**src/rtl/sbinit_lane_seq_if.sv**
```systemverilog
// Signal bundle between the SBINIT lane sequencer and its surroundings
// (LTSM control, SB serializer/deserializer, message encoder/decoder).
// master: the sequencer. slave: the LTSM / sideband datapath side.
interface sbinit_lane_seq_if #(
    parameter int N_LANES = 2,
    parameter int MSG_W   = 8
);
    logic               enable_i;
    logic [N_LANES-1:0] pattern_det_i;
    logic               pattern_iter_done_i;
    logic               pattern_tx_en_o;
    logic [N_LANES-1:0] tx_lane_sel_o;
    logic [N_LANES-1:0] rx_lane_sel_o;
    logic [MSG_W-1:0]   TX_msg_o;
    logic               TX_msg_valid_o;
    logic               TX_msg_valid_ack_i;
    logic [MSG_W-1:0]   RX_msg_i;
    logic               RX_msg_req_o;
    logic               RX_msg_valid_i;
    logic               enable_SB_tx;
    logic               enable_SB_rx;
    logic               SBINIT_done_o;
    logic               SBINIT_fail_o;
    logic               reset_state_timeout_counter_o;

    modport master (
        input  enable_i, pattern_det_i, pattern_iter_done_i,
        input  TX_msg_valid_ack_i, RX_msg_i, RX_msg_valid_i,
        output pattern_tx_en_o, tx_lane_sel_o, rx_lane_sel_o,
        output TX_msg_o, TX_msg_valid_o, RX_msg_req_o,
        output enable_SB_tx, enable_SB_rx,
        output SBINIT_done_o, SBINIT_fail_o, reset_state_timeout_counter_o
    );

    modport slave (
        output enable_i, pattern_det_i, pattern_iter_done_i,
        output TX_msg_valid_ack_i, RX_msg_i, RX_msg_valid_i,
        input  pattern_tx_en_o, tx_lane_sel_o, rx_lane_sel_o,
        input  TX_msg_o, TX_msg_valid_o, RX_msg_req_o,
        input  enable_SB_tx, enable_SB_rx,
        input  SBINIT_done_o, SBINIT_fail_o, reset_state_timeout_counter_o
    );
endinterface

```
**src/rtl/sbinit_lane_seq.sv**
```systemverilog
// Multi-lane sideband initialisation sequencer: sends the clock pattern on
// all lanes, qualifies the lowest-index lane with a stable received pattern,
// then runs the OOR / DONE_REQ / DONE_RESP message exchange on that lane.
// Optional build macro SBINIT_RETRY_EN: the first timeout excludes the
// latched lane and restarts the pattern phase instead of failing.
//
// state   | meaning
// IDLE    | waiting for enable_i
// PATTERN | clock pattern on all lanes, qualifying an RX lane
// TAIL    | extra pattern iterations after qualification
// OOR_TX  | send out-of-reset message
// OOR_RX  | wait for partner out-of-reset message
// DREQ_TX | send done request
// DREQ_RX | wait for partner done request
// DRSP_TX | send done response
// DRSP_RX | wait for partner done response
// DONE    | sequence complete, held while enabled
// FAIL    | timed out, held while enabled
module sbinit_lane_seq #(
    parameter int N_LANES           = 2,
    parameter int MSG_W             = 8,
    parameter int PATTERN_ITER_MIN  = 2,
    parameter int PATTERN_TAIL_ITER = 4,
    parameter int TIMEOUT_CYC       = 800000,
    parameter int TMO_W             = 20
) (
    input  logic              clk_100MHz,
    input  logic              reset,
    sbinit_lane_seq_if.master sb
);
    localparam int CNT_W  = $clog2(PATTERN_ITER_MIN + 1);
    localparam int TAIL_W = $clog2(PATTERN_TAIL_ITER + 1);

    localparam logic [MSG_W-1:0]   OP_OOR    = MSG_W'(1);
    localparam logic [MSG_W-1:0]   OP_DREQ   = MSG_W'(2);
    localparam logic [MSG_W-1:0]   OP_DRSP   = MSG_W'(3);
    localparam logic [CNT_W-1:0]   CNT_MAX   = CNT_W'(PATTERN_ITER_MIN);
    localparam logic [TAIL_W-1:0]  TAIL_LAST = TAIL_W'(PATTERN_TAIL_ITER - 1);
    localparam logic [TMO_W-1:0]   TMO_LAST  = TMO_W'(TIMEOUT_CYC - 1);
    localparam logic [N_LANES-1:0] ALL_LANES = '1;

    typedef enum logic [3:0] {
        IDLE, PATTERN, TAIL, OOR_TX, OOR_RX, DREQ_TX, DREQ_RX,
        DRSP_TX, DRSP_RX, DONE, FAIL
    } state_t;

    state_t             state, state_nxt;
    logic [TMO_W-1:0]   tmo_cnt;
    logic [TAIL_W-1:0]  tail_cnt;
    logic [CNT_W-1:0]   lane_cnt [N_LANES];
    logic [N_LANES-1:0] seen;
    logic [N_LANES-1:0] sel;
    logic [N_LANES-1:0] qual;
    logic [N_LANES-1:0] qual_low;
    logic [N_LANES-1:0] det_eff;
    logic               active;
    logic               tmo_hit;

    logic               pattern_tx_en;
    logic [N_LANES-1:0] tx_sel;
    logic [N_LANES-1:0] rx_sel;
    logic [MSG_W-1:0]   tx_msg;
    logic               tx_valid;
    logic               rx_req;
    logic               sb_en;
    logic               done;
    logic               fail;
    logic               start_pulse;

`ifdef SBINIT_RETRY_EN
    logic               retry_take;
    logic               retried;
    logic [N_LANES-1:0] excl;

    assign det_eff = sb.pattern_det_i & ~excl;
`else
    assign det_eff = sb.pattern_det_i;
`endif

    assign active   = (state != IDLE) && (state != DONE) && (state != FAIL);
    assign tmo_hit  = (tmo_cnt == TMO_LAST);
    // Isolate the lowest set bit so the lowest-index qualifying lane wins.
    assign qual_low = qual & (~qual + N_LANES'(1));

    function automatic logic [CNT_W-1:0] sat_inc(input logic [CNT_W-1:0] c);
        return (c == CNT_MAX) ? c : c + CNT_W'(1);
    endfunction

    // Lanes whose consecutive-iteration count reached the qualification level.
    always_comb begin
        qual = '0;
        for (int i = 0; i < N_LANES; i++) begin
            qual[i] = (lane_cnt[i] >= CNT_MAX);
        end
    end

    // State register.
    always_ff @(posedge clk_100MHz or posedge reset) begin
        if (reset) begin
            state <= IDLE;
        end else begin
            state <= state_nxt;
        end
    end

    // Next-state and output decode; timeout and enable loss override the case.
    always_comb begin
        state_nxt     = state;
        pattern_tx_en = 1'b0;
        tx_sel        = '0;
        rx_sel        = '0;
        tx_msg        = '0;
        tx_valid      = 1'b0;
        rx_req        = 1'b0;
        sb_en         = 1'b0;
        done          = 1'b0;
        fail          = 1'b0;
        start_pulse   = 1'b0;
`ifdef SBINIT_RETRY_EN
        retry_take    = 1'b0;
`endif
        case (state)
            IDLE: begin
                if (sb.enable_i) begin
                    state_nxt   = PATTERN;
                    start_pulse = 1'b1;
                end
            end
            PATTERN: begin
                pattern_tx_en = 1'b1;
                tx_sel        = ALL_LANES;
                rx_sel        = ALL_LANES;
                sb_en         = 1'b1;
                if (|qual) state_nxt = TAIL;
            end
            TAIL: begin
                pattern_tx_en = 1'b1;
                tx_sel        = ALL_LANES;
                rx_sel        = sel;
                sb_en         = 1'b1;
                if (sb.pattern_iter_done_i && (tail_cnt == TAIL_LAST)) state_nxt = OOR_TX;
            end
            OOR_TX, DREQ_TX, DRSP_TX: begin
                tx_sel   = sel;
                rx_sel   = sel;
                sb_en    = 1'b1;
                tx_valid = 1'b1;
                tx_msg   = (state == OOR_TX)  ? OP_OOR  :
                           (state == DREQ_TX) ? OP_DREQ : OP_DRSP;
                if (sb.TX_msg_valid_ack_i) begin
                    state_nxt = (state == OOR_TX)  ? OOR_RX  :
                                (state == DREQ_TX) ? DREQ_RX : DRSP_RX;
                end
            end
            OOR_RX, DREQ_RX, DRSP_RX: begin
                tx_sel = sel;
                rx_sel = sel;
                sb_en  = 1'b1;
                rx_req = 1'b1;
                if (sb.RX_msg_valid_i) begin
                    if ((state == OOR_RX) && (sb.RX_msg_i == OP_OOR))        state_nxt = DREQ_TX;
                    else if ((state == DREQ_RX) && (sb.RX_msg_i == OP_DREQ)) state_nxt = DRSP_TX;
                    else if ((state == DRSP_RX) && (sb.RX_msg_i == OP_DRSP)) state_nxt = DONE;
                end
            end
            DONE: begin
                tx_sel = sel;
                rx_sel = sel;
                sb_en  = 1'b1;
                done   = 1'b1;
            end
            FAIL: begin
                fail = 1'b1;
            end
            default: state_nxt = IDLE;
        endcase

        if (active && tmo_hit) begin
`ifdef SBINIT_RETRY_EN
            if (!retried) begin
                state_nxt   = PATTERN;
                start_pulse = 1'b1;
                retry_take  = 1'b1;
            end else begin
                state_nxt = FAIL;
            end
`else
            state_nxt = FAIL;
`endif
        end

        if (!sb.enable_i) begin
            state_nxt   = IDLE;
            start_pulse = 1'b0;
`ifdef SBINIT_RETRY_EN
            retry_take  = 1'b0;
`endif
        end
    end

    // Timeout, lane qualification, tail and lane-select bookkeeping.
    always_ff @(posedge clk_100MHz or posedge reset) begin
        if (reset) begin
            tmo_cnt  <= '0;
            tail_cnt <= '0;
            seen     <= '0;
            sel      <= '0;
            for (int i = 0; i < N_LANES; i++) lane_cnt[i] <= '0;
`ifdef SBINIT_RETRY_EN
            retried  <= 1'b0;
            excl     <= '0;
`endif
        end else if (!sb.enable_i || (state == IDLE)) begin
            tmo_cnt  <= '0;
            tail_cnt <= '0;
            seen     <= '0;
            sel      <= '0;
            for (int i = 0; i < N_LANES; i++) lane_cnt[i] <= '0;
`ifdef SBINIT_RETRY_EN
            retried  <= 1'b0;
            excl     <= '0;
`endif
        end else begin
            if (active && !tmo_hit) tmo_cnt <= tmo_cnt + TMO_W'(1);

            if (state == PATTERN) begin
                // A detect coinciding with the iteration boundary still counts.
                for (int i = 0; i < N_LANES; i++) begin
                    if (sb.pattern_iter_done_i) begin
                        seen[i] <= 1'b0;
                        if (det_eff[i])   lane_cnt[i] <= sat_inc(lane_cnt[i]);
                        else if (!seen[i]) lane_cnt[i] <= '0;
                    end else if (det_eff[i]) begin
                        seen[i]     <= 1'b1;
                        lane_cnt[i] <= sat_inc(lane_cnt[i]);
                    end
                end
                if (|qual) sel <= qual_low;
            end else begin
                seen <= '0;
                for (int i = 0; i < N_LANES; i++) lane_cnt[i] <= '0;
            end

            if (state == TAIL) begin
                if (sb.pattern_iter_done_i) tail_cnt <= tail_cnt + TAIL_W'(1);
            end else begin
                tail_cnt <= '0;
            end

`ifdef SBINIT_RETRY_EN
            if (retry_take) begin
                tmo_cnt <= '0;
                retried <= 1'b1;
                excl    <= excl | sel;
                sel     <= '0;
            end
`endif
        end
    end

    assign sb.pattern_tx_en_o               = pattern_tx_en;
    assign sb.tx_lane_sel_o                 = tx_sel;
    assign sb.rx_lane_sel_o                 = rx_sel;
    assign sb.TX_msg_o                      = tx_msg;
    assign sb.TX_msg_valid_o                = tx_valid;
    assign sb.RX_msg_req_o                  = rx_req;
    assign sb.enable_SB_tx                  = sb_en;
    assign sb.enable_SB_rx                  = sb_en;
    assign sb.SBINIT_done_o                 = done;
    assign sb.SBINIT_fail_o                 = fail;
    assign sb.reset_state_timeout_counter_o = start_pulse;
endmodule

```
**src/flat_wrapper.sv**
```systemverilog
// flat-port wrapper written by rule: the top's interface ports become plain ports
module sbinit_lane_seq_flat 
#(
    parameter int N_LANES           = 2,
    parameter int MSG_W             = 8,
    parameter int PATTERN_ITER_MIN  = 2,
    parameter int PATTERN_TAIL_ITER = 4,
    parameter int TIMEOUT_CYC       = 800000,
    parameter int TMO_W             = 20
)
  (clk_100MHz, reset, sb_enable_i, sb_pattern_det_i, sb_pattern_iter_done_i, sb_TX_msg_valid_ack_i, sb_RX_msg_i, sb_RX_msg_valid_i, sb_pattern_tx_en_o, sb_tx_lane_sel_o, sb_rx_lane_sel_o, sb_TX_msg_o, sb_TX_msg_valid_o, sb_RX_msg_req_o, sb_enable_SB_tx, sb_enable_SB_rx, sb_SBINIT_done_o, sb_SBINIT_fail_o, sb_reset_state_timeout_counter_o);
  sbinit_lane_seq_if #(.N_LANES(N_LANES), .MSG_W(MSG_W)) sb_i ();
  input  logic clk_100MHz;
  input  logic reset;
  input wire logic [$bits(sb_i.enable_i)-1:0] sb_enable_i;
  input wire logic [$bits(sb_i.pattern_det_i)-1:0] sb_pattern_det_i;
  input wire logic [$bits(sb_i.pattern_iter_done_i)-1:0] sb_pattern_iter_done_i;
  input wire logic [$bits(sb_i.TX_msg_valid_ack_i)-1:0] sb_TX_msg_valid_ack_i;
  input wire logic [$bits(sb_i.RX_msg_i)-1:0] sb_RX_msg_i;
  input wire logic [$bits(sb_i.RX_msg_valid_i)-1:0] sb_RX_msg_valid_i;
  output wire logic [$bits(sb_i.pattern_tx_en_o)-1:0] sb_pattern_tx_en_o;
  output wire logic [$bits(sb_i.tx_lane_sel_o)-1:0] sb_tx_lane_sel_o;
  output wire logic [$bits(sb_i.rx_lane_sel_o)-1:0] sb_rx_lane_sel_o;
  output wire logic [$bits(sb_i.TX_msg_o)-1:0] sb_TX_msg_o;
  output wire logic [$bits(sb_i.TX_msg_valid_o)-1:0] sb_TX_msg_valid_o;
  output wire logic [$bits(sb_i.RX_msg_req_o)-1:0] sb_RX_msg_req_o;
  output wire logic [$bits(sb_i.enable_SB_tx)-1:0] sb_enable_SB_tx;
  output wire logic [$bits(sb_i.enable_SB_rx)-1:0] sb_enable_SB_rx;
  output wire logic [$bits(sb_i.SBINIT_done_o)-1:0] sb_SBINIT_done_o;
  output wire logic [$bits(sb_i.SBINIT_fail_o)-1:0] sb_SBINIT_fail_o;
  output wire logic [$bits(sb_i.reset_state_timeout_counter_o)-1:0] sb_reset_state_timeout_counter_o;
  assign sb_i.enable_i = sb_enable_i;
  assign sb_i.pattern_det_i = sb_pattern_det_i;
  assign sb_i.pattern_iter_done_i = sb_pattern_iter_done_i;
  assign sb_i.TX_msg_valid_ack_i = sb_TX_msg_valid_ack_i;
  assign sb_i.RX_msg_i = sb_RX_msg_i;
  assign sb_i.RX_msg_valid_i = sb_RX_msg_valid_i;
  assign sb_pattern_tx_en_o = sb_i.pattern_tx_en_o;
  assign sb_tx_lane_sel_o = sb_i.tx_lane_sel_o;
  assign sb_rx_lane_sel_o = sb_i.rx_lane_sel_o;
  assign sb_TX_msg_o = sb_i.TX_msg_o;
  assign sb_TX_msg_valid_o = sb_i.TX_msg_valid_o;
  assign sb_RX_msg_req_o = sb_i.RX_msg_req_o;
  assign sb_enable_SB_tx = sb_i.enable_SB_tx;
  assign sb_enable_SB_rx = sb_i.enable_SB_rx;
  assign sb_SBINIT_done_o = sb_i.SBINIT_done_o;
  assign sb_SBINIT_fail_o = sb_i.SBINIT_fail_o;
  assign sb_reset_state_timeout_counter_o = sb_i.reset_state_timeout_counter_o;
  sbinit_lane_seq #(.N_LANES(N_LANES), .MSG_W(MSG_W), .PATTERN_ITER_MIN(PATTERN_ITER_MIN), .PATTERN_TAIL_ITER(PATTERN_TAIL_ITER), .TIMEOUT_CYC(TIMEOUT_CYC), .TMO_W(TMO_W)) u_core (.clk_100MHz(clk_100MHz), .reset(reset), .sb(sb_i));
endmodule
```
**config.mk**
```make
export PLATFORM = sky130hd
export DESIGN_NAME = sbinit_lane_seq_flat
export DESIGN_NICKNAME = d
export VERILOG_FILES = /design/src/rtl/sbinit_lane_seq_if.sv /design/src/rtl/sbinit_lane_seq.sv /design/src/flat_wrapper.sv
export SDC_FILE = /design/constraint.sdc
export NUM_CORES = 1
export LEC_CHECK = 0
export CAP_MARGIN = 0
export CORE_UTILIZATION = 30
export DETAILED_ROUTE_END_ITERATION = 7
export SYNTH_ARGS = -nofsm -noshare
export SYNTH_HDL_FRONTEND = slang
export SYNTH_SLANG_ARGS = --single-unit
```
**constraint.sdc**
```tcl
create_clock -name clk_100MHz -period 4.95 [get_ports clk_100MHz]
set_input_delay 0.7425 -clock clk_100MHz [delete_from_list [all_inputs] [get_ports clk_100MHz]]
set_output_delay 0.7425 -clock clk_100MHz [all_outputs]
set_load 0.02 [all_outputs]
```
==> results of run 1 <==
==> placed cells by master, fill, tap and decap left out, drive strengths merged, types with 2 or more instances in the layout <==
master and count:
o31ai 8, o2bb2ai 2, inv 14, nand2 19, nor4bb 2, conb 6, and3 9, nor3 7
nor4b 3, nor2 24, clkbuf 5, or4 7, nand3 19, a211oi 9, nand4 5, o21ai 10
o311ai 3, nand2b 6, nor2b 4, a2bb2oi 3, o22ai 3, a21oi 19, a21boi 2, nor4 5
ha 7, nor3b 4, xnor2 2, o21a 4, or3 5, clkdlybuf4s50 29, clkinvlp 2, mux2i 7
and4 2, or2 5, dfrtp 35
==> synthesized netlist by cell type, types with 2 or more instances <==
| cell type | number |
|---|---|
| a211oi_1 | 8 |
| a21boi_0 | 2 |
| a21oi_1 | 19 |
| a2bb2oi_1 | 3 |
| and3_1 | 8 |
| buf_2 | 2 |
| buf_4 | 11 |
| buf_6 | 3 |
| clkbuf_1 | 3 |
| dfrtp_1 | 35 |
| ha_1 | 7 |
| inv_1 | 14 |
| mux2i_1 | 6 |
| nand2_1 | 19 |
| nand2b_1 | 4 |
| nand3_1 | 19 |
| nand4_1 | 4 |
| nor2_1 | 24 |
| nor2b_1 | 4 |
| nor3_1 | 7 |
| nor3b_1 | 4 |
| nor4_1 | 4 |
| nor4b_1 | 2 |
| nor4bb_1 | 2 |
| o21a_1 | 4 |
| o21ai_0 | 9 |
| o22ai_2 | 2 |
| o2bb2ai_2 | 2 |
| o31ai_1 | 8 |
| or2_2 | 4 |
| or3_1 | 5 |
| or4_1 | 7 |
| xnor2_1 | 2 |
==> metrics by stage <==
step	total power (uW)	area, sq um	utilization (%)
2_1_floorplan	771	2550	-
3_3_place_gp	887	2840	34.7
3_5_place_dp	888	2840	34.7
4_1_cts	1100	2930	35.8
5_1_grt	1170	2930	35.8
6_report	1090	2930	35.8
==> worst min-delay path by stage <==
stage / endpoint / slack (ps) / cells past startpoint
floorplan: u_core.tail_cnt[1] / 490 / 2
global placement: u_core.tail_cnt[1] / 520 / 2
detailed placement: u_core.tmo_cnt[0] / 530 / 1
CTS: u_core.tmo_cnt[0] / 540 / 1
global route: u_core.tail_cnt[1] / 580 / 2
finish: u_core.tail_cnt[1] / 540 / 2
==> layout make-up <==
type	instances	area, sq um
Tap cell	105	131
Fill cell	875	5250
Timing Repair Buffer	30	298
Multi-Input combinational cell	222	1480
Clock inverter	3	20.0
Inverter	14	52.6
Clock buffer	5	68.8
Sequential cell	35	876
==> report_power, final <==
part	total (uW)	leakage [uW]	switching (uW)	internal, uW
Combinational	520	0.000574	308	212
Clock	207	0.0000402	109	97.9
Sequential	362	0.000485	58.2	304
Total	1090	0.00110	475	614
==> layer usage <==
metal	share of wire (%)	track usage [%]
met5	0	0
met1	49	17.9
met3	3.1	1.94
met4	1.2	4.23
met2	46	24.0
==> state kept, by name, summed over array words and instances, names as in the netlist <==
name	cells
u_core.tail_cnt	3
u_core.sel	2
u_core.seen	2
u_core.tmo_cnt	20
u_core.state	4
u_core.lane_cnt	4
==> worst max-delay path, cell delays in order (launching register included) <==
cell and delay [ps]:
dfrtp_1 880, nor2b_1 260, nor2_1 90, nor3_1 270, o21a_1 150, clkdlybuf4s50_1 590
==> kinds of logic (layout without fill, tap and decap cells) <==
kind of cell / after synthesis / count (layout) / share of synthesized area (%)
mux: 7 / 7 / 2.92
flops: 35 / 35 / 34.6
compound gates: 70 / 70 / 20.7
other cells: 1 / 6 / 0.148
fa+ha+maj: 7 / 7 / 3.46
xor+xnor: 3 / 3 / 1.04
buf+inv: 33 / 52 / 7.52
simple gates: 129 / 129 / 29.6
==> results list, run 1 <==
* Outcome: complete, no violations
- In the synthesized netlist the async set-or-reset flop fraction comes to 100%.
- Summed negative setup slack over all endpoints: 0 ps
- Signed area change from the synthesized netlist to the final layout: 15.8%
- In this run the cell area of the synthesized design comes to 0.00253 sq mm.
- Total global-route track usage: approximately 14%
- X dimension of the die: 93.8 microns
* Class of the worst hold path: register to register
- The floorplan step defined a die boundary enclosing 0.00880 sq mm.
- Across all layers, the routed design uses 2198 vias.
- For the worst-skew pair, the clock arrives at the later sink with an insertion delay of 290 ps.
- Worst min-delay path startpoint: u_core.tail_cnt[1]
- Iteration-0 DRC count of the detailed router: about 130
- Wirelength, routed: 5.79 mm
* Via count of the first global-routing pass: around 2100
- STA classifies the critical path startpoint as a register.
* Count of different cell masters after synthesis: 61
- Antenna diode count: 0
- Final hold violation count: 0
- Routed via count divided by cell count: ~5.3
- Syn Area/Cell: 8.87 sq um
* Yosys warning total: 0
* First-pass DRT Iterations: 6
- The die is 93.8 microns tall.
- Sequential-to-total area share from yosys stat: 34.6%
- Required time of the worst setup path: 4210 ps
- RSZ-0062 raised after global routing: false
* Overflow left after global routing: 0
- Inserted Clock Buffers: 5
- Gates resized, CTS repair: 0
* Setup Fix Bufs, Post-CTS: 0
* Leak pwr: 0.00110 uW
- The H-tree generated during clock tree synthesis spans 2 levels.
- At the end of routability-driven placement, the weighted congestion stood at about 0.8.
- The number of slew-limit violations in the final report came to 0.
- Between clock sinks in the finished design, the worst skew comes to 9.66 ps.
* Leading cell types by total area after synthesis: dfrtp_1, a21oi_1, nand3_1
- The largest total area in the synthesized netlist belongs to dfrtp_1.
- Summed over its instances, the top area cell type makes up 34.6% of the synthesized netlist area.
- Clock Sinks: 35
- Worst hold margin: 536 ps
- Dominant register cell in the synthesized netlist: dfrtp_1
- Starting density of the core: 30.9%
- Power spread over the standard cell area amounts to 372 mW/mm^2.
- Worst-Margin Slew: around 890 ps
* Worst Setup Slack post-DPL: 1810 ps
* Post-synthesis register bit count: 35
- Final number of setup-violating endpoints: 0
- The first global-routing pass estimated a little under 10 mm of wire.
- The worst register-to-register path has a depth of 5.
- Yosys mapped a number of flops with a built-in enable equal to 0.
- The floorplan has 33 rows.
* F_max: 305 MHz
- Entering global routing, the biggest net connects 36 pins.
- The critical path starts at u_core.state[0].
- Port Buffers: 29
* Total half-perimeter wirelength after legalization and detailed placement: 4.11 mm
* Final Non-Filler Cells: 414
- TritonCTS clock tree: yes
- Instance count of the mapped netlist: 285
- The worst setup path is of the register to primary output kind.
- In the final layout, the share of cells above drive strength 1 is 9.71%.
* Worst EP arrival: 2530 ps
- The detail route stage leaves a number of antenna-violating nets equal to 0.
- Slew HR: 40.4%
- The longest clock path from root to sink contains 2 buffers.
* IO Count: 36
- Clock-pin slew of the registers on the worst-case setup and hold paths: 70 ps
- Minimum clock period after layout: 3270 ps
* Worst Path Max Fanout: 27
- In this run the worst setup path terminates at sb_tx_lane_sel_o[1].
- The startpoint identified for the worst register-to-register timing path is u_core.state[0].
- Area of the core region: 0.00818 sq mm
- The setup check on the worst reg-to-reg path leaves a slack of ~2500 ps.
- CP endpoint kind: primary output
- The tree is rooted in a clkbuf_8.
- For this design, the CTS-stage hold fixing added 0 buffers.
* Endpoint of the worst register-to-register path: u_core.tmo_cnt[7]
- DR WL/cell: 14.0 microns
- The final layout contains 331 nets.
* DRC violations left: 0
- Number of max-cap violations: 0
- The number of antenna violations at the first check in global routing came to 0.
- Crit share post-route: approximately two thirds
* Max IR drop VDD: 133 uV
- Crit path setup slack, layout: 1680 ps
- Once placement completed, the tool counted placed cells totaling 406.
Power figures use the tool's default switching activity.
==> run 2: changes to the inputs <==
clock period = 3 ns   (was 4.95 ns; I/O delays follow)
==> run 2 against run 1 <==
Against the previous run:
- sequential share of layout area fell by 0.92 points
- via count grew 1.5%
- clock power increased by 150%
- clock skew is 2.1 ps higher
- die area unchanged
- power rose by 83%
- register-to-register slack got worse by 1700 ps
- final area rose by 3.2%
- core utilization up 1.1 points
- largest power group unchanged
- highest routed layer unchanged
==> results list, run 2 (same netlist as run 1, synthesis figures left out) <==
- Area of the core region: around 0.0082 sq mm
- For this run, the top clock speed supported by timing is ~360 MHz.
* Maximum level of the CTS H-tree: 2
- Kind of launch point of the worst setup path: register
- In this run the power density over the cells is approximately 660 mW/mm^2.
- Setup violations remaining at the end of the flow were counted as 0.
- Ranked by flip-flop count, first place goes to u_core.tmo_cnt.
- The number of slew-limit violations in the final report is 0.
- Summed over all layers, the routed wires come to 5.90 mm.
* Antenna violations before repair: 0
* Pin count of the biggest net entering global routing: 36
* First-pass DRT Iterations: 4
* CP endpoint kind: primary output
- Number of flip-flops in the largest register: 20
* Minimum clock period after layout: between 2000 and 3000 ps
* Routed via count divided by cell count: 5.31
- Combinational share of power: 46.6%
- At the pin with the least slew margin, the transition time is 885 ps.
* Worst hold margin: 536 ps
- Iteration-0 DRC count of the detailed router: 126
- In this run the tool buffered the top-level ports with 29 buffer cells.
* Number of buffers on the longest clock path: 2
- Required time of the worst setup path: 2550 ps
* RSZ-0062 raised after global routing: false
- TritonCTS created 5 clock buffers.
- Total internal power: between 1000 and 1500 uW
* Cts-stage hold buffer count: 0
- RePlAce Congestion: 0.902
- Layout cell share with drive strength beyond 1: 11.4%
- Along the worst path, the maximum fanout reaches 16.
- The worst hold path belongs to the class register to register.
* Overflow left after global routing: 0
- Starting density of the core: 30.9%
* Setup Fix Bufs, Post-CTS: 0
- Leak pwr: approximately 0.0012 uW
- Number of vias in the routed layout: 2232
- The kind of cell with the highest combined delay along the critical path is simple AND/OR/NAND/NOR gates.
* Via count of the first global-routing pass: 2021
- In this run the remaining antenna-violating nets after routing total 0.
- Among all stages on the critical path, the largest delay is contributed by dfrtp_1.
- Total die area: 0.00880 sq mm
- Clock Sinks: 35
* Signed area change from the synthesized netlist to the final layout: 19.4%
* Critical path cell sequence: nor2b_1 -> nor2_1 -> nor3_1 -> o21a_1 -> clkdlybuf4s50_1
- X dimension of the die: 93.8 microns
- IO Count: 36
* Max IR drop VDD: 213 uV
* Switch share: 39.5%
* Global-route wire length before repair: approximately 9.5 mm
- In the layout the commonest cells are dfrtp_1, clkdlybuf4s50_1, nor2_1.
- Top Registers: u_core.tmo_cnt x20, u_core.lane_cnt x4, u_core.state x4
- Root buffer cell: clkbuf_8
* Count of buffer and inverter cells on the critical path: 1
* Power share of the clock group: 25.5%
* Total half-perimeter wirelength after legalization and detailed placement: about 4.3 mm
- Clock-pin slew of the registers on the worst-case setup and hold paths: 80 ps
- TritonCTS built the clock tree.
- Of the total power, registers draw 27.9%.
- Later-pin clock latency in the skew report: around 290 ps
- Peak per-stage delay on the critical path: 650 ps
- The setup path with the least slack is of type register to primary output.
- The number of gates resized after CTS was 0.
- In this run the power spent charging and discharging nets is ~790 uW.
- Net count of the finished layout: 337
- Global routing used between 10 and 15% of the available tracks.
* Worst EP arrival: 2350 ps
- In this run the tightest slew margin relative to its limit is approximately 41%.
- The hold violation total from the final report is 0.
- The flow ran to the end, and the final reports show no timing, DRC or antenna violations.
- Summed negative setup slack over all endpoints: 0 ps
- The library cell used most frequently in the layout, excluding fill and tap cells, is dfrtp_1.
* DRC violations left: 0
* DR WL/cell: 14.1 microns
- From bottom edge to top edge, the die measures about 94 microns.
* Crit share post-route: 93.5%
* Count of standard-cell rows: 33
- Number of max-cap violations: 0
- The repair_antennas step left the layout with diodes totalling 0.
* Worst clock skew: 11.8 ps
==> run 2: cell types whose count changed in the layout (fill, tap and decap cells not counted), sizes merged <==
cell	change
buf	+6
clkinv	-1
bufinv	+2
clkinvlp	-1
==> run 2: path summary, 6_finish.rpt <==
kind	startpoint	endpoint	slack (ps)	cells past startpoint
setup / recovery	u_core.state[1]	sb_tx_lane_sel_o[0]	200	5
hold / removal	u_core.seen[0]	u_core.seen[0]	540	2
setup reg to reg	u_core.tmo_cnt[8]	u_core.tmo_cnt[3]	770	5
hold reg to reg	u_core.seen[0]	u_core.seen[0]	540	2
max in group asynchronous	reset	u_core.tmo_cnt[8]	2120	3
min in group asynchronous	reset	u_core.lane_cnt[0]	550	3
==> run 2: cell type report <==
class / count / area (sq um)
Fill cell: 839 / 5150
Tap cell: 105 / 131
Sequential cell: 35 / 876
Clock inverter: 3 / 67.6
Timing Repair Buffer: 36 / 343
Multi-Input combinational cell: 222 / 1480
Inverter: 14 / 52.6
Clock buffer: 5 / 68.8
==> run 2: metrics by stage <==
step,worst slack [ps],cell area [sq um],power [uW],util [%],cells
final,195,3020,2000,36.9,420
after global placement,550,2880,1490,35.3,412
after CTS,208,3020,2020,36.9,420
after floorplan,697,2550,1270,-,290
after detailed placement,526,2880,1500,35.3,412
after global routing,42.2,3020,2130,36.9,420
==> run 2: metal layers <==
metal	routed length [microns]	vias up	global-route usage [%]
met5	0	-	0
met1	2760	1074	17.3
met2	2830	48	24.0
li1	-	1103	-
met4	86	0	5.26
met3	225	7	1.70
==> run 2: worst reg2reg max path, stage by stage (launching register included) <==
cell	delay, ps
dfrtp_1	450
nor4b_2	400
nand3_1	200
o2bb2ai_2	730
o21ai_0	220
a21oi_1	160
==> run 2: power groups by stage <==
stage | Combinational [uW] | Clock, uW | Sequential, uW
4_1_cts | 938 | 524 | 556
6_report | 931 | 510 | 557
3_3_place_gp | 926 | 0 | 564
2_1_floorplan | 738 | 0 | 534
3_5_place_dp | 933 | 0 | 564
5_1_grt | 1010 | 549 | 563
